==> config.mk <==
export PLATFORM = sky130hd
export DESIGN_NAME = cdp_dp_nan_proc
export DESIGN_NICKNAME = d
export VERILOG_FILES = /design/src/rtl/cdp_nan_pkg.sv /design/src/rtl/cdp_dp_nan_proc_lane_chk.sv /design/src/rtl/cdp_dp_nan_proc.sv
export SDC_FILE = /design/constraint.sdc
export NUM_CORES = 1
export LEC_CHECK = 0
export CORE_ASPECT_RATIO = 0.8
export CORE_MARGIN = 2
export CORE_UTILIZATION = 45
export CTS_CLUSTER_DIAMETER = 100
export CTS_CLUSTER_SIZE = 25
export DETAILED_ROUTE_END_ITERATION = 10
export GPL_ROUTABILITY_DRIVEN = 0
export HOLD_SLACK_MARGIN = 0.1
export PLACE_DENSITY = 0.68
export SYNTH_ARGS = -nofsm -noshare
export SYNTH_HDL_FRONTEND = slang
export SYNTH_SLANG_ARGS = --single-unit
==> constraint.sdc <==
create_clock -name nvdla_core_clk -period 32.3 [get_ports nvdla_core_clk]
set_input_delay 6.46 -clock nvdla_core_clk [delete_from_list [all_inputs] [get_ports nvdla_core_clk]]
set_output_delay 6.46 -clock nvdla_core_clk [all_outputs]
set_load 0.01 [all_outputs]
==> src/rtl/cdp_nan_pkg.sv <==
// Shared constants, types and helpers for the CDP input NaN/Inf pre-processor.
package cdp_nan_pkg;

    localparam int FP16_EXP_MSB = 14;
    localparam int FP16_EXP_LSB = 10;
    localparam int FP16_MAN_W   = 10;

    localparam int INFO_LAST_W = 4;
    localparam int INFO_LAST_H = 5;
    localparam int INFO_LAST_C = 6;
    localparam logic [6:0] LAYER_END_MASK = 7'h7F;

    localparam logic [1:0] DTYPE_FP16 = 2'd2;

    typedef struct packed {
        logic [31:0] nan;
        logic [31:0] inf;
    } cnt_pair_t;

    function automatic logic [4:0] popcount(input logic [15:0] v);
        logic [4:0] c;
        c = '0;
        for (int i = 0; i < 16; i++) begin
            c = c + 5'(v[i]);
        end
        return c;
    endfunction

    function automatic logic [31:0] sat_add(input logic [31:0] a, input logic [31:0] b);
        logic [32:0] s;
        s = {1'b0, a} + {1'b0, b};
        return s[32] ? 32'hFFFF_FFFF : s[31:0];
    endfunction

endpackage

==> src/rtl/cdp_dp_nan_proc_lane_chk.sv <==
// Single FP16 lane classifier with optional NaN flush.
module cdp_nan_lane_chk
    import cdp_nan_pkg::*;
(
    input  logic [15:0] in_lane,
    input  logic        fp16_en,
    input  logic        tozero_en,
    output logic        nan,
    output logic        inf,
    output logic [15:0] out_lane
);

    logic exp_max;
    logic man_nz;

    // Sign bit is deliberately ignored: -NaN and -Inf classify the same.
    assign exp_max  = &in_lane[FP16_EXP_MSB:FP16_EXP_LSB];
    assign man_nz   = |in_lane[FP16_MAN_W-1:0];
    assign nan      = fp16_en & exp_max & man_nz;
    assign inf      = fp16_en & exp_max & ~man_nz;
    assign out_lane = (nan & tozero_en) ? 16'h0000 : in_lane;

endmodule

==> src/rtl/cdp_dp_nan_proc.sv <==
// CDP input NaN/Inf pre-processor: classify, optional flush, per-cube
// counting with ping-pong publication to registers on layer done.
module cdp_dp_nan_proc
    import cdp_nan_pkg::*;
#(
    parameter  int LANES  = 4,
    parameter  int INFO_W = 23,
    localparam int DATA_W = LANES * 16,
    localparam int PD_W   = DATA_W + INFO_W
) (
    input  logic            nvdla_core_clk,
    input  logic            nvdla_core_rst,
    input  logic            cdp_rdma2dp_valid,
    output logic            cdp_rdma2dp_ready,
    input  logic [PD_W-1:0] cdp_rdma2dp_pd,
    input  logic            reg2dp_op_en,
    input  logic            reg2dp_nan_to_zero,
    input  logic [1:0]      reg2dp_input_data_type,
    input  logic            dp2reg_done,
    output logic            nan_preproc_pvld,
    input  logic            nan_preproc_prdy,
    output logic [PD_W-1:0] nan_preproc_pd,
    output logic [31:0]     dp2reg_nan_input_num,
    output logic [31:0]     dp2reg_inf_input_num
);

    localparam int CNT_W = $clog2(LANES + 1);

    logic [INFO_W-1:0] info;
    logic [DATA_W-1:0] in_data;
    logic [DATA_W-1:0] out_data;
    logic [LANES-1:0]  nan_vec;
    logic [LANES-1:0]  inf_vec;
    logic [CNT_W-1:0]  nan_pc;
    logic [CNT_W-1:0]  inf_pc;
    logic [31:0]       nan_sum;
    logic [31:0]       inf_sum;
    logic              ready;
    logic              load;
    logic              cube_end;
    logic              layer_end;
    logic              op_en_load;

    logic              op_en_d1_q,   op_en_d1_d;
    logic              waiting_q,    waiting_d;
    logic              fp16_en_q,    fp16_en_d;
    logic              tozero_q,     tozero_d;
    logic              pvld_q,       pvld_d;
    logic [PD_W-1:0]   pd_q,         pd_d;
    logic [31:0]       nan_cnt_q,    nan_cnt_d;
    logic [31:0]       inf_cnt_q,    inf_cnt_d;
    cnt_pair_t [1:0]   bank_q,       bank_d;
    logic              layer_flag_q, layer_flag_d;
    logic              wdma_flag_q,  wdma_flag_d;
    logic [31:0]       nan_num_q,    nan_num_d;
    logic [31:0]       inf_num_q,    inf_num_d;

    assign info       = cdp_rdma2dp_pd[PD_W-1:DATA_W];
    assign in_data    = cdp_rdma2dp_pd[DATA_W-1:0];
    assign ready      = (~pvld_q | nan_preproc_prdy) & ~waiting_q;
    assign load       = cdp_rdma2dp_valid & ready;
    assign cube_end   = &info[INFO_LAST_C:INFO_LAST_W];
    assign layer_end  = ((info[6:0] & LAYER_END_MASK) == LAYER_END_MASK) & load;
    assign op_en_load = reg2dp_op_en & ~op_en_d1_q;

    for (genvar i = 0; i < LANES; i++) begin : g_lane
        cdp_nan_lane_chk u_chk (
            .in_lane   (in_data[16*i +: 16]),
            .fp16_en   (fp16_en_q),
            .tozero_en (tozero_q),
            .nan       (nan_vec[i]),
            .inf       (inf_vec[i]),
            .out_lane  (out_data[16*i +: 16])
        );
    end

    assign nan_pc  = CNT_W'(popcount(16'(nan_vec)));
    assign inf_pc  = CNT_W'(popcount(16'(inf_vec)));
    assign nan_sum = sat_add(nan_cnt_q, 32'(nan_pc));
    assign inf_sum = sat_add(inf_cnt_q, 32'(inf_pc));

    always_comb begin
        op_en_d1_d   = reg2dp_op_en;
        waiting_d    = waiting_q;
        fp16_en_d    = fp16_en_q;
        tozero_d     = tozero_q;
        pvld_d       = pvld_q;
        pd_d         = pd_q;
        nan_cnt_d    = nan_cnt_q;
        inf_cnt_d    = inf_cnt_q;
        bank_d       = bank_q;
        layer_flag_d = layer_flag_q;
        wdma_flag_d  = wdma_flag_q;
        nan_num_d    = nan_num_q;
        inf_num_d    = inf_num_q;

        if (op_en_load) begin
            fp16_en_d = (reg2dp_input_data_type == DTYPE_FP16);
            tozero_d  = reg2dp_nan_to_zero;
            waiting_d = 1'b0;
        end
        if (layer_end) begin
            waiting_d = 1'b1;
        end

        if (load) begin
            pvld_d = 1'b1;
            pd_d   = {info, out_data};
        end else if (nan_preproc_prdy) begin
            pvld_d = 1'b0;
        end

        if (load) begin
            if (cube_end) begin
                bank_d[layer_flag_q] = '{nan: nan_sum, inf: inf_sum};
                nan_cnt_d    = '0;
                inf_cnt_d    = '0;
                layer_flag_d = ~layer_flag_q;
            end else begin
                nan_cnt_d = nan_sum;
                inf_cnt_d = inf_sum;
            end
        end

        // Reading bank_d gives write-through when a snapshot lands this cycle.
        if (dp2reg_done) begin
            nan_num_d   = bank_d[wdma_flag_q].nan;
            inf_num_d   = bank_d[wdma_flag_q].inf;
            wdma_flag_d = ~wdma_flag_q;
        end
    end

    always_ff @(posedge nvdla_core_clk or posedge nvdla_core_rst) begin
        if (nvdla_core_rst) begin
            op_en_d1_q   <= 1'b0;
            waiting_q    <= 1'b1;
            fp16_en_q    <= 1'b0;
            tozero_q     <= 1'b0;
            pvld_q       <= 1'b0;
            pd_q         <= '0;
            nan_cnt_q    <= '0;
            inf_cnt_q    <= '0;
            bank_q       <= '0;
            layer_flag_q <= 1'b0;
            wdma_flag_q  <= 1'b0;
            nan_num_q    <= '0;
            inf_num_q    <= '0;
        end else begin
            op_en_d1_q   <= op_en_d1_d;
            waiting_q    <= waiting_d;
            fp16_en_q    <= fp16_en_d;
            tozero_q     <= tozero_d;
            pvld_q       <= pvld_d;
            pd_q         <= pd_d;
            nan_cnt_q    <= nan_cnt_d;
            inf_cnt_q    <= inf_cnt_d;
            bank_q       <= bank_d;
            layer_flag_q <= layer_flag_d;
            wdma_flag_q  <= wdma_flag_d;
            nan_num_q    <= nan_num_d;
            inf_num_q    <= inf_num_d;
        end
    end

    assign cdp_rdma2dp_ready    = ready;
    assign nan_preproc_pvld     = pvld_q;
    assign nan_preproc_pd       = pd_q;
    assign dp2reg_nan_input_num = nan_num_q;
    assign dp2reg_inf_input_num = inf_num_q;

endmodule

* Yosys cells after proc, flatten, opt, wreduce, memory -nomap -nowiden *
Cells that the tools add are included.

storage, ports and cells
  register bits after elaboration = 350
  input bits = 96
  logic and storage cells = 91
  output and inout port bits = 153

cells by class
  equal/unequal tests = 2
  add/sub/neg operators = 8
  $lt $le $gt $ge = 3
  reductions and logical operators = 13
  muxes and demuxes = 19
  bitwise gates (word level) = 30

operator list
  operator              count
  $mux W128             2
  $mux W64              3
  $bwmux W128           1
  $mux W32              4
  $add A32 B3 Y33       2
  $demux W64 S1         1
  $mux W16              4
  $reduce_or A10 Y1     4
  $and A1 B1 Y1         20
  $reduce_and A5 Y1     4
  $not A1 Y1            9
  $eq A7 B7 Y1 const B  1
  $add A2 B1 Y3         2
  $add A3 B1 Y3         2
  $add A1 B1 Y2         2
  $lt A1 B2 Y1 const B  2
  $mux W1               4
  $reduce_and A4 Y1     1
  $reduce_bool A2 Y1    2
  $reduce_and A3 Y1     1
  $eq A2 B2 Y1 const B  1
  $ge A1 B1 Y1 const B  1
  $logic_and A1 B1 Y1   1
  $or A1 B1 Y1          1

* Depth between registers and ports, before layout *
Gate-level depths: netlist (run 1).

  depth in word-level cells = 13
  mapped depth = 14

* Hierarchy *
A second synthesis (run 1) with hierarchy kept.

unflattened totals
  cells, all modules = 1884
  area total of the unflattened synthesis = 17325.4 µm²

by module, submodules not included
  module            cells an instance  area each (µm²)  instances  sequential area each (µm²)
  cdp_dp_nan_proc   1780               16559.6          1          8759.7
  cdp_nan_lane_chk  26                 191.4            4          0.0

* Worst setup path before layout (run 1) *
Ideal clock, no wire load.

  path kind = input -> output
  from = input nan_preproc_prdy
  to = output cdp_rdma2dp_ready
  slack = 19.020 ns
  required time = 25.840 ns
  arrival time = 6.820 ns
  cell stages on the path = 2
  path buffers = 0
  cell sequence = nor2b_1 -> nor2_1

on the way
  cells in the longest elaborated chain, start to end = 2

RTL lines
  item                RTL line               text
  start: declaration  cdp_dp_nan_proc.sv:21  input logic nan_preproc_prdy,
  $or A1 B1 Y1        cdp_dp_nan_proc.sv:60  assign ready = (~pvld_q | nan_preproc_prdy) & ~waiting_q;
  $and A1 B1 Y1       cdp_dp_nan_proc.sv:60
  end: declaration    cdp_dp_nan_proc.sv:14  output logic cdp_rdma2dp_ready,

No other way between the ends.

* Worst setup path in the final report (run 1) *
Ends and elaborated chain as after synthesis.

==> results_tabular.tex, run 1 <==
\begin{tabular}{lr}
\hline
Metric & Value \\
\hline
\multicolumn{2}{l}{\textbf{Route}} \\
Detailed-route vias per instance & 5.96 \\
Count of nets left with antenna violations after detail routing & 0 \\
Aggregate routed wire length & 47.8 mm \\
Detailed route wirelength on metal3 & about 3.3 mm \\
Uppermost layer routed & met4 \\
Routed wl met2 & $\sim$22 mm \\
Starting DRC count in detailed routing & 1361 \\
Routed wire per std cell & around 20 um \\
TritonRoute pass-1 iters & 5 \\
Routed via count & 14200 \\
DRC violations left & 0 \\
Wire length the detailed router placed on met1 & 21.0 mm \\
\multicolumn{2}{l}{\textbf{Setup path}} \\
Top Family by Delay on Critical Path & buffers and inverters \\
Top fanout value on the critical path & 5 \\
Critical Path Slowest Stage Cell & sky130\_fd\_sc\_hd\_\_clkdlybuf4s50\_1 \\
CP Capture Type & output pin \\
Worst R2R Path Depth & 12 \\
Worst reg2reg setup slack & 27.26 ns \\
Type of the setup path with the least slack & in2out \\
CP peak stage delay & 0.50 ns \\
Critical Path Stages & 4 \\
Crit start category & input pin \\
Data arrival time at the worst-slack endpoint & 7.97 ns \\
Required time of the critical path & 25.84 ns \\
Ordered list of cells on the worst path & clkdlybuf4s50\_1, nor2b\_1, nor2\_1, clkdlybuf4s50\_1 \\
Crit-path most repeated cell & sky130\_fd\_sc\_hd\_\_clkdlybuf4s50\_1 \\
Total buffers and inverters traversed by the critical path & 2 \\
\multicolumn{2}{l}{\textbf{Job}} \\
Number of maximum-capacitance constraint violations & 0 \\
\multicolumn{2}{l}{\textbf{Min path}} \\
Type of the worst min-delay path & reg2reg \\
Worst hold path stage count & 2 \\
\multicolumn{2}{l}{\textbf{Synth}} \\
Fraction of the yosys area taken by sequential cells & 52.3\% \\
Count of yosys warnings during synthesis & 0 \\
Count of flip-flops with a built-in enable after synthesis & 0 \\
Seq cells post-synth & 350 \\
Share of async-settable or async-resettable flops after synthesis & between 90\% and 100\% \\
Dominant register cell in the synthesized netlist & sky130\_fd\_sc\_hd\_\_dfrtp\_1 \\
Number of standard cells after synthesis & 1725 \\
Mean post-synth cell area & 9.70 um2 \\
Top cells by area, synth & sky130\_fd\_sc\_hd\_\_dfrtp\_1 52\%, sky130\_fd\_sc\_hd\_\_nand2\_1 4.7\%, sky130\_fd\_sc\_hd\_\_nor2\_1 3.7\% \\
Area of the mapped netlist & roughly 17000 um2 \\
Post-Syn Nets & $\sim$1800 \\
Yosys cell types & 80 \\
Post-synth top area share & 52.2\% \\
Library cell occupying the most area in the post-synthesis netlist & sky130\_fd\_sc\_hd\_\_dfrtp\_1 \\
\multicolumn{2}{l}{\textbf{Die}} \\
Std-Cell Core Area & around 37000 um2 \\
Rows & 63 \\
Overall die width & between 200 and 250 um \\
Io pins & 249 \\
Die span in y & 176 um \\
Effective utilization at floorplan & 45.4\% \\
Die ar. & 38800 um2 \\
\multicolumn{2}{l}{\textbf{Layout}} \\
Layout net count & 1987 \\
Antenna cell count & 0 \\
Filler instances & around 3400 \\
Commonest cells after routing, fill and taps aside & 349 x sky130\_fd\_sc\_hd\_\_dfrtp\_1, 247 x sky130\_fd\_sc\_hd\_\_clkdlybuf4s50\_1, 209 x sky130\_fd\_sc\_hd\_\_nand2\_1 \\
Post-Route Utilization & a little over half \\
Share of post-route cells with drive strength above 1 & 4.82\% \\
Most common cell after layout, fill and taps aside & sky130\_fd\_sc\_hd\_\_dfrtp\_1 \\
Synth-to-layout area growth & 19.2\% \\
\multicolumn{2}{l}{\textbf{Placed design}} \\
Placed wire-length estimate after detailed placement & about 31 mm \\
Buffers on Ports & 248 \\
\multicolumn{2}{l}{\textbf{Global route}} \\
Pin count of the biggest net entering global routing & 183 \\
Remaining global-route overflow & 0 \\
GRT Util Overall & 24.7\% \\
Number of antenna violations at the first check in global routing & 0 \\
Via count of the first global-routing pass & 13900 \\
Wire length of the first global-routing pass & 76.6 mm \\
\multicolumn{2}{l}{\textbf{Pwr}} \\
Pwr per Cell Area & 58.3 nW/um2 \\
Leak Pwr & 8.37 nW \\
VDD IR-drop max & 37.8 uV \\
Total Power & 1.16 mW \\
\multicolumn{2}{l}{\textbf{Clocking}} \\
H-Tree Level Count & 1 \\
Insertion delay of the later-clocked pin in the worst-skew pair & 0.53 ns \\
Clock root buffer & sky130\_fd\_sc\_hd\_\_clkbuf\_16 \\
Number of clock buffers inserted by TritonCTS & 17 \\
Resized cells post-CTS & 0 \\
Post-cts hold buffer count & 0 \\
Clock tree from TritonCTS & done \\
Buffer depth of the longest clock path & 3 \\
Setup Fix Bufs, Post-CTS & 0 \\
Clock sink count & 350 \\
CTS clock-pin slew for the worst setup and hold paths & 0.10 ns \\
\multicolumn{2}{l}{\textbf{Status}} \\
Outcome & completed \\
\multicolumn{2}{l}{\textbf{STA}} \\
Worst max-slew margin expressed relative to the limit & 27.7\% \\
Actual transition at the worst max-transition pin & 1.08 ns \\
Final hold violation count & 0 \\
Portion of the clock cycle consumed by the worst path in the final layout & 44.7\% \\
Finish-stage setup viols & 0 \\
Fin. max-slew vios & 0 \\
Max frequency & 69.3 MHz \\
Unrepaired setup endpoints after global routing & no \\
Minimum period implied by the final worst setup slack & 14.43 ns \\
Final worst clock skew & around 0.014 ns \\
TNS Setup & 0 ns \\
\hline
\end{tabular}
-- stage by stage --
step	instance area, um2	hold WS, ns	setup slack (ns)	cells
after floorplan	16700	0.440	16.13	1725
after global placement	19500	0.457	17.91	2351
after detailed placement	19500	0.461	17.87	2351
after CTS	20000	0.487	17.86	2374
after global routing	20000	0.501	17.78	2374
final	20000	0.480	17.87	2374
-- final timing paths --
kind	from	endpoint
worst max-delay path	nan_preproc_prdy	cdp_rdma2dp_ready
worst min-delay path	nan_preproc_pd[73]$_DFFE_PP0P_	nan_preproc_pd[73]$_DFFE_PP0P_
worst max register to register	fp16_en_q$_DFFE_PP0P_	dp2reg_inf_input_num[20]$_DFFE_PP0P_
worst min register to register	nan_preproc_pd[73]$_DFFE_PP0P_	nan_preproc_pd[73]$_DFFE_PP0P_
max in group asynchronous	nvdla_core_rst	nan_preproc_pd[84]$_DFFE_PP0P_
min in group asynchronous	nvdla_core_rst	bank_q[4]$_DFF_PP0_
-- synthesized netlist by cell type (28+ instances only) --
library cell and number:
sky130_fd_sc_hd__a21oi_1 111, sky130_fd_sc_hd__a22o_1 67, sky130_fd_sc_hd__a31oi_1 82, sky130_fd_sc_hd__buf_2 28, sky130_fd_sc_hd__clkbuf_1 90, sky130_fd_sc_hd__dfrtp_1 349
sky130_fd_sc_hd__inv_1 48, sky130_fd_sc_hd__nand2_1 210, sky130_fd_sc_hd__nand3_1 51, sky130_fd_sc_hd__nand4_1 28, sky130_fd_sc_hd__nor2_1 164, sky130_fd_sc_hd__o21ai_0 102
-- power breakdown --
part           leakage (nW)  switching [mW]  total [mW]  internal, mW
clock network         0.217           0.142       0.240        0.0982
logic                  3.68           0.182       0.348         0.166
registers              4.47          0.0463       0.574         0.528
-- logic make-up after synthesis --
logic type / after synthesis / share of synthesized area (%)
mux: 13 / 0.822
buf+inv: 180 / 4.37
compound gates: 529 / 21.6
simple gates: 600 / 17.6
xor+xnor: 45 / 2.40
fa+ha+maj: 8 / 0.867
flops: 350 / 52.3
-- final cells by class --
type | instances | area [um2] | area share [%]
flip-flops and latches | 350 | 8760 | 43.9
inverters | 48 | 188 | 0.940
multi-input cells | 1195 | 7290 | 36.5
well taps | 487 | 609 | 3.05
repair buffers | 271 | 2660 | 13.3
clock buffers | 23 | 448 | 2.24
-- per-layer routing --
metal | vias up | GRT usage (%)
met5 | - | 0
li1 | 6553 | -
met4 | 0 | 6.63
met3 | 81 | 4.55
met1 | 7043 | 34.7
met2 | 476 | 39.3
-- state kept, by name, summed over array words and instances (netlist names) --
signal / count
bank_q: 128
nan_preproc_pd: 87
dp2reg_inf_input_num: 32
dp2reg_nan_input_num: 32
inf_cnt_q: 32
nan_cnt_q: 32
fp16_en_q: 1
layer_flag_q: 1
nan_preproc_pvld: 1
op_en_d1_q: 1
tozero_q: 1
waiting_q: 1
wdma_flag_q: 1
-- tightest hold or removal path: stages (launching register included) --
cell and delay, ns:
sky130_fd_sc_hd__dfrtp_1 0.35, sky130_fd_sc_hd__nand2_1 0.05, sky130_fd_sc_hd__nand2_1 0.05
Power figures use the tool's default switching activity.
==> run 2, diff against run 1 <==
==> constraint.sdc (replaced) <==
create_clock -name nvdla_core_clk -period 14.96 [get_ports nvdla_core_clk]
set_input_delay 2.992 -clock nvdla_core_clk [delete_from_list [all_inputs] [get_ports nvdla_core_clk]]
set_output_delay 2.992 -clock nvdla_core_clk [all_outputs]
set_load 0.01 [all_outputs]
==> run 2 against run 1 <==
Sequential cell count stayed put. Core utilization up 0.054 points. Combinational power grew 120%. First-iteration DRC count down 5.4%. Worst setup slack worse by 10 ns. Design area is 0.10% higher. Global-route usage increased by 0.074 points. Critical path type is now in2reg. Critical endpoint is now dp2reg_inf_input_num[20]$_DFFE_PP0P_. Largest power group unchanged.
==> results_tabular.tex, run 2 (synthesized netlist as in run 1, its figures left out) <==
\begin{tabular}{lr}
\hline
Metric & Value \\
\hline
\multicolumn{2}{l}{\textbf{Die}} \\
Io pins & 249 \\
Overall die width & 220 um \\
Std-Cell Core Area & about 37000 um2 \\
Die span in y & roughly 180 um \\
Rows & 63 \\
Effective utilization at floorplan & 45.4\% \\
Die ar. & 38800 um2 \\
\multicolumn{2}{l}{\textbf{Setup path}} \\
Total buffers and inverters traversed by the critical path & 2 \\
Ordered list of cells on the worst path & clkdlybuf4s50\_1, nor4\_1, nand3\_1, nand2b\_1, fa\_1, fa\_1, inv\_1, fa\_1, nand4\_1, nor4\_4, nand4\_1, a311oi\_1, a221o\_1 \\
Destination of the critical timing path & dp2reg\_inf\_input\_num[20]\$\_DFFE\_PP0P\_ \\
Required time of the critical path & 15.45 ns \\
Crit-path most repeated cell & sky130\_fd\_sc\_hd\_\_fa\_1 \\
Crit path from & cdp\_rdma2dp\_pd[33] \\
Critical Path Slowest Stage Cell & sky130\_fd\_sc\_hd\_\_nand4\_1 \\
Worst reg2reg setup slack & 10.13 ns \\
Critical Path Stages & 13 \\
CP peak stage delay & 0.96 ns \\
Top Family by Delay on Critical Path & simple AND/OR/NAND/NOR gates \\
End of the worst register-to-register path & dp2reg\_inf\_input\_num[20]\$\_DFFE\_PP0P\_ \\
Top fanout value on the critical path & 21 \\
Crit start category & input pin \\
Worst R2R Path Depth & 12 \\
CP Capture Type & flop \\
Type of the setup path with the least slack & in2reg \\
FF-to-FF Start & fp16\_en\_q\$\_DFFE\_PP0P\_ \\
Data arrival time at the worst-slack endpoint & 8.06 ns \\
\multicolumn{2}{l}{\textbf{STA}} \\
Worst hold-check slack & approximately 0.48 ns \\
Finish-stage setup viols & 0 \\
Max frequency & 132 MHz \\
Minimum period implied by the final worst setup slack & $\sim$7.6 ns \\
Portion of the clock cycle consumed by the worst path in the final layout & 50.7\% \\
Fin. max-slew vios & 0 \\
Actual transition at the worst max-transition pin & 1.03 ns \\
Unrepaired setup endpoints after global routing & no \\
TNS Setup & 0 ns \\
Worst max-slew margin expressed relative to the limit & between 30\% and 40\% \\
Final hold violation count & 0 \\
Final worst clock skew & between 0.02 and 0.025 ns \\
\multicolumn{2}{l}{\textbf{Global route}} \\
Via count of the first global-routing pass & 13600 \\
Remaining global-route overflow & 0 \\
Pin count of the biggest net entering global routing & 179 \\
GRT Util Overall & 24.7\% \\
Wire length of the first global-routing pass & $\sim$76 mm \\
Number of antenna violations at the first check in global routing & 0 \\
\multicolumn{2}{l}{\textbf{Clocking}} \\
Post-cts hold buffer count & 0 \\
Insertion delay of the later-clocked pin in the worst-skew pair & 0.54 ns \\
Resized cells post-CTS & 0 \\
Clock sink count & 350 \\
Clock root buffer & sky130\_fd\_sc\_hd\_\_clkbuf\_16 \\
CTS clock-pin slew for the worst setup and hold paths & 0.10 ns \\
Number of clock buffers inserted by TritonCTS & 17 \\
Clock tree from TritonCTS & done \\
Buffer depth of the longest clock path & 3 \\
Setup Fix Bufs, Post-CTS & 0 \\
H-Tree Level Count & 1 \\
\multicolumn{2}{l}{\textbf{Layout}} \\
Register name with the most flops & bank\_q \\
Synth-to-layout area growth & 19.4\% \\
Area used by sequential logic in the layout & about 8800 um2 \\
Post-Route Utilization & between 50 and 60\% \\
Multi-input logic area & about 7300 um2 \\
Layout net count & 1989 \\
Most common cell after layout, fill and taps aside & sky130\_fd\_sc\_hd\_\_dfrtp\_1 \\
Commonest cells after routing, fill and taps aside & 349 x sky130\_fd\_sc\_hd\_\_dfrtp\_1, 247 x sky130\_fd\_sc\_hd\_\_clkdlybuf4s50\_1, 209 x sky130\_fd\_sc\_hd\_\_nand2\_1 \\
Filler instances & 3319 \\
Post-route non-filler standard cell count & about 2400 \\
Antenna cell count & 0 \\
Share of post-route cells with drive strength above 1 & approximately 5.0\% \\
Flip-flop count of the largest register after layout & 128 \\
\multicolumn{2}{l}{\textbf{Route}} \\
Routed wire per std cell & 20.3 um \\
Detailed-route vias per instance & roughly 6 \\
Routed via count & 14200 \\
TritonRoute pass-1 iters & 6 \\
DRC violations left & 0 \\
Starting DRC count in detailed routing & 1287 \\
Aggregate routed wire length & 48.2 mm \\
Count of nets left with antenna violations after detail routing & 0 \\
\multicolumn{2}{l}{\textbf{Placed design}} \\
Buffers on Ports & 248 \\
Placed cells & 2353 \\
Placed wire-length estimate after detailed placement & $\sim$32 mm \\
\multicolumn{2}{l}{\textbf{Pwr}} \\
VDD IR-drop max & 84.1 uV \\
Combinational Power Share & 30.0\% \\
Internal power & 1.71 mW \\
Switching power share of the total & between 30\% and 40\% \\
Leak Pwr & 8.38 nW \\
Share of total power in the clock network & 20.6\% \\
Register share of total power & 49.4\% \\
Net Switching & 0.801 mW \\
Pwr per Cell Area & 126 nW/um2 \\
\multicolumn{2}{l}{\textbf{Job}} \\
Number of maximum-capacitance constraint violations & 0 \\
\multicolumn{2}{l}{\textbf{Status}} \\
Outcome & completed \\
\multicolumn{2}{l}{\textbf{Min path}} \\
Type of the worst min-delay path & reg2reg \\
\hline
\end{tabular}
[run 2: changes by cell type in the layout (fill, tap and decap cells not counted), sizes merged]
cell / delta
clkbuf: -1
buf: +2
inv: +1
[run 2: worst min-delay path, delay by kind of cell, from the launching register on]
kind,cells,cell delay (ns)
flip-flops,1,0.35
AND/OR/NAND/NOR,2,0.10
[run 2: how the worst min path moves through the flow]
stage / start / end / slack (ns) / cells after the start
floorplan: bank_q[95]$_DFF_PP0_ / bank_q[95]$_DFF_PP0_ / 0.44 / 2
global placement: nan_preproc_pd[79]$_DFFE_PP0P_ / nan_preproc_pd[79]$_DFFE_PP0P_ / 0.46 / 2
detailed placement: nan_preproc_pd[76]$_DFFE_PP0P_ / nan_preproc_pd[76]$_DFFE_PP0P_ / 0.46 / 2
CTS: bank_q[122]$_DFF_PP0_ / bank_q[122]$_DFF_PP0_ / 0.49 / 2
global route: dp2reg_nan_input_num[13]$_DFFE_PP0P_ / dp2reg_nan_input_num[13]$_DFFE_PP0P_ / 0.52 / 1
finish: nan_preproc_pd[73]$_DFFE_PP0P_ / nan_preproc_pd[73]$_DFFE_PP0P_ / 0.48 / 2
[run 2: power by group through the flow]
| stage | clock network, mW | logic [mW] | registers (mW) |
|---|---|---|---|
| after floorplan | 0 | 0.365 | 1.28 |
| after global placement | 0 | 0.739 | 1.25 |
| after detailed placement | 0 | 0.755 | 1.26 |
| after CTS | 0.534 | 0.758 | 1.24 |
| after global routing | 0.566 | 0.827 | 1.26 |
| final | 0.518 | 0.753 | 1.24 |
[run 2: layout make-up]
type,instances,share of cell area (%)
multi-input cells,1195,36.5
flip-flops and latches,350,43.8
clock buffers,22,2.22
inverters,48,0.939
clock inverters,1,0.0438
well taps,487,3.05
repair buffers,273,13.4
[run 2: stage by stage]
step / instance area (um2) / power (mW) / worst slack (ns)
3_3_place_gp: 19500 / 1.99 / 6.96
5_1_grt: 20000 / 2.66 / 7.01
2_1_floorplan: 16700 / 1.65 / 2.26
6_report: 20000 / 2.51 / 7.38
3_5_place_dp: 19500 / 2.01 / 6.85
4_1_cts: 20000 / 2.53 / 7.42
[run 2: metal layers]
metal  up-vias  GRT usage, %  routed length (um)  share of wire [%]
li1       6543             -                   -                  -
met1      7104          35.5               21500                 45
met2       508          39.1               22400                 46
met3        77          4.12                3210                6.7
met4         0          6.18                1070                2.2
met5         -             0                   0                  0
==> run 3, diff against run 2 <==
--- a/config.mk
+++ b/config.mk
@@ -13,7 +13,7 @@
 export DETAILED_ROUTE_END_ITERATION = 10
 export GPL_ROUTABILITY_DRIVEN = 0
 export HOLD_SLACK_MARGIN = 0.1
-export PLACE_DENSITY = 0.68
+export PLACE_DENSITY = 0.71
 export SYNTH_ARGS = -nofsm -noshare
 export SYNTH_HDL_FRONTEND = slang
 export SYNTH_SLANG_ARGS = --single-unit
==> constraint.sdc (replaced) <==
create_clock -name nvdla_core_clk -period 6.2 [get_ports nvdla_core_clk]
set_input_delay 1.24 -clock nvdla_core_clk [delete_from_list [all_inputs] [get_ports nvdla_core_clk]]
set_output_delay 1.24 -clock nvdla_core_clk [all_outputs]
set_load 0.01 [all_outputs]
==> run 3 against run 2 <==
Clock skew is 0.0082 ns lower. First-iteration DRC count is 10% lower. Critical path type unchanged. Power is 140% higher. Sequential power is 140% higher. Worst setup slack worse by 6.6 ns. Non-clock buffer count is 13 higher. Global-route usage hardly changed. Sequential share of layout area is 0.28 points lower. Highest routed layer unchanged.
==> results_tabular.tex, run 3 (synthesized netlist as in run 1, its figures left out) <==
\begin{tabular}{lr}
\hline
Metric & Value \\
\hline
\multicolumn{2}{l}{\textbf{STA}} \\
Minimum period implied by the final worst setup slack & 5.38 ns \\
Max frequency & 186 MHz \\
Worst hold-check slack & 0.481 ns \\
Finish-stage setup viols & 0 \\
Final hold violation count & 0 \\
Unrepaired setup endpoints after global routing & no \\
Actual transition at the worst max-transition pin & 1.07 ns \\
Fin. max-slew vios & 0 \\
Portion of the clock cycle consumed by the worst path in the final layout & 86.7\% \\
Worst max-slew margin expressed relative to the limit & 28.4\% \\
TNS Setup & 0 ns \\
Final worst clock skew & 0.0140 ns \\
\multicolumn{2}{l}{\textbf{Route}} \\
Count of nets left with antenna violations after detail routing & 0 \\
TritonRoute pass-1 iters & 7 \\
Routed wire per std cell & 20.1 um \\
Aggregate routed wire length & about 48 mm \\
Routed via count & $\sim$14000 \\
Starting DRC count in detailed routing & 1156 \\
Detailed-route vias per instance & about 6 \\
DRC violations left & 0 \\
\multicolumn{2}{l}{\textbf{Setup path}} \\
Top fanout value on the critical path & 11 \\
Crit start category & input pin \\
Worst reg2reg setup slack & 1.83 ns \\
FF-to-FF Start & fp16\_en\_q\$\_DFFE\_PP0P\_ \\
CP Capture Type & flop \\
Data arrival time at the worst-slack endpoint & 5.84 ns \\
Required time of the critical path & 6.66 ns \\
Worst R2R Path Depth & 14 \\
End of the worst register-to-register path & dp2reg\_inf\_input\_num[12]\$\_DFFE\_PP0P\_ \\
Type of the setup path with the least slack & in2reg \\
\multicolumn{2}{l}{\textbf{Die}} \\
Io pins & 249 \\
Rows & between 60 and 70 \\
Std-Cell Core Area & between 30000 and 40000 um2 \\
Die ar. & 38800 um2 \\
Effective utilization at floorplan & a little under half \\
Die span in y & 176 um \\
Overall die width & 220 um \\
\multicolumn{2}{l}{\textbf{Global route}} \\
Pin count of the biggest net entering global routing & between 100 and 150 \\
GRT Util Overall & about 25\% \\
Number of antenna violations at the first check in global routing & 1 \\
Via count of the first global-routing pass & 13700 \\
Remaining global-route overflow & 0 \\
Wire length of the first global-routing pass & approximately 76 mm \\
\multicolumn{2}{l}{\textbf{Placed design}} \\
Placed cells & 2366 \\
Buffers on Ports & 248 \\
Placed wire-length estimate after detailed placement & between 30 and 40 mm \\
\multicolumn{2}{l}{\textbf{Pwr}} \\
Register share of total power & 49.3\% \\
Pwr per Cell Area & 301 nW/um2 \\
VDD IR-drop max & about 250 uV \\
Internal power & 4.13 mW \\
Combinational Power Share & $\sim$30\% \\
Net Switching & $\sim$1.9 mW \\
Share of total power in the clock network & 20.6\% \\
Leak Pwr & 8.44 nW \\
Total Power & roughly 6.1 mW \\
Switching power share of the total & 31.8\% \\
\multicolumn{2}{l}{\textbf{Clocking}} \\
H-Tree Level Count & 1 \\
Post-cts hold buffer count & 0 \\
Resized cells post-CTS & 0 \\
Number of clock buffers inserted by TritonCTS & 17 \\
Setup Fix Bufs, Post-CTS & 0 \\
Insertion delay of the later-clocked pin in the worst-skew pair & 0.53 ns \\
Buffer depth of the longest clock path & 3 \\
Clock tree from TritonCTS & done \\
Clock root buffer & sky130\_fd\_sc\_hd\_\_clkbuf\_16 \\
CTS clock-pin slew for the worst setup and hold paths & 0.10 ns \\
Clock sink count & 350 \\
\multicolumn{2}{l}{\textbf{Layout}} \\
Synth-to-layout area growth & 20.1\% \\
Register name with the most flops & bank\_q \\
Most common cell after layout, fill and taps aside & sky130\_fd\_sc\_hd\_\_dfrtp\_1 \\
Post-route non-filler standard cell count & 2390 \\
Post-Route Utilization & around 55\% \\
Commonest cells after routing, fill and taps aside & 349 x sky130\_fd\_sc\_hd\_\_dfrtp\_1, 247 x sky130\_fd\_sc\_hd\_\_clkdlybuf4s50\_1, 209 x sky130\_fd\_sc\_hd\_\_nand2\_1 \\
Flip-flop count of the largest register after layout & between 100 and 150 \\
Layout net count & 2002 \\
Share of post-route cells with drive strength above 1 & 5.57\% \\
\multicolumn{2}{l}{\textbf{Min path}} \\
Worst hold path stage count & 2 \\
Startpoint of the tightest hold check path & bank\_q[95]\$\_DFF\_PP0\_ \\
Type of the worst min-delay path & reg2reg \\
Destination of the worst hold path & bank\_q[95]\$\_DFF\_PP0\_ \\
\multicolumn{2}{l}{\textbf{Status}} \\
Outcome & completed \\
\multicolumn{2}{l}{\textbf{Job}} \\
Number of maximum-capacitance constraint violations & 0 \\
\hline
\end{tabular}
run 3: cell count changes in the layout (fill, tap and decap cells not counted):
cell | before | now
sky130_fd_sc_hd__inv_6 | 1 | 0
sky130_fd_sc_hd__buf_12 | 1 | 4
sky130_fd_sc_hd__clkbuf_1 | 5 | 6
sky130_fd_sc_hd__clkinvlp_4 | 0 | 1
sky130_fd_sc_hd__diode_2 | 0 | 1
sky130_fd_sc_hd__buf_4 | 24 | 34
sky130_fd_sc_hd__inv_8 | 1 | 0
run 3: stage by stage:
stage          setup WS [ns]  cell area [um2]
3_3_place_gp           0.507            19700
6_report               0.822            20100
4_1_cts                0.883            20100
5_1_grt                0.590            20100
3_5_place_dp           0.340            19700
2_1_floorplan          0.274            16700
run 3: power by group through the flow:
stage / registers [mW] / logic, mW / clock network [mW]
2_1_floorplan: 3.09 / 0.881 / 0
3_3_place_gp: 3.02 / 1.78 / 0
3_5_place_dp: 3.04 / 1.82 / 0
4_1_cts: 3.00 / 1.83 / 1.28
5_1_grt: 3.05 / 1.99 / 1.36
6_report: 2.99 / 1.82 / 1.25
run 3: final cells by class:
cell class,count,area [um2]
Clock buffer,23,448
Multi-Input combinational cell,1195,7290
Tap cell,487,609
Sequential cell,350,8760
Timing Repair Buffer,286,2810
Antenna cell,1,2.50
Fill cell,3297,16800
Inverter,48,184
run 3: worst max path at each step:
stage | from | to | slack [ns] | depth (start not counted)
after detailed placement | cdp_rdma2dp_pd[5] | dp2reg_inf_input_num[12]$_DFFE_PP0P_ | 0.34 | 15
final | cdp_rdma2dp_pd[5] | dp2reg_inf_input_num[12]$_DFFE_PP0P_ | 0.82 | 15
after CTS | cdp_rdma2dp_pd[5] | dp2reg_inf_input_num[12]$_DFFE_PP0P_ | 0.88 | 15
after global routing | cdp_rdma2dp_pd[33] | dp2reg_inf_input_num[12]$_DFFE_PP0P_ | 0.59 | 15
after global placement | cdp_rdma2dp_pd[5] | dp2reg_inf_input_num[12]$_DFFE_PP0P_ | 0.51 | 15
after floorplan | nvdla_core_rst | bank_q[0]$_DFF_PP0_ | 0.27 | 1
run 3: worst max-delay path, cell delays in order:
cell and delay (ns):
sky130_fd_sc_hd__clkdlybuf4s50_1 0.42, sky130_fd_sc_hd__nor4_1 0.33, sky130_fd_sc_hd__nand3_1 0.27, sky130_fd_sc_hd__nand2b_1 0.24
sky130_fd_sc_hd__fa_1 0.53, sky130_fd_sc_hd__fa_1 0.49, sky130_fd_sc_hd__inv_1 0.09, sky130_fd_sc_hd__fa_1 0.28
sky130_fd_sc_hd__nand4_1 0.20, sky130_fd_sc_hd__nor4_4 0.43, sky130_fd_sc_hd__and4_1 0.52, sky130_fd_sc_hd__buf_4 0.27
sky130_fd_sc_hd__nor2_1 0.11, sky130_fd_sc_hd__a211oi_1 0.25, sky130_fd_sc_hd__a221o_1 0.15
run 3: per-layer routing:
metal,GRT usage (%),share of wire (%)
met1,34.8,44
met2,39.2,46
met3,4.86,7.7
met4,6.46,2.7
met5,0,0
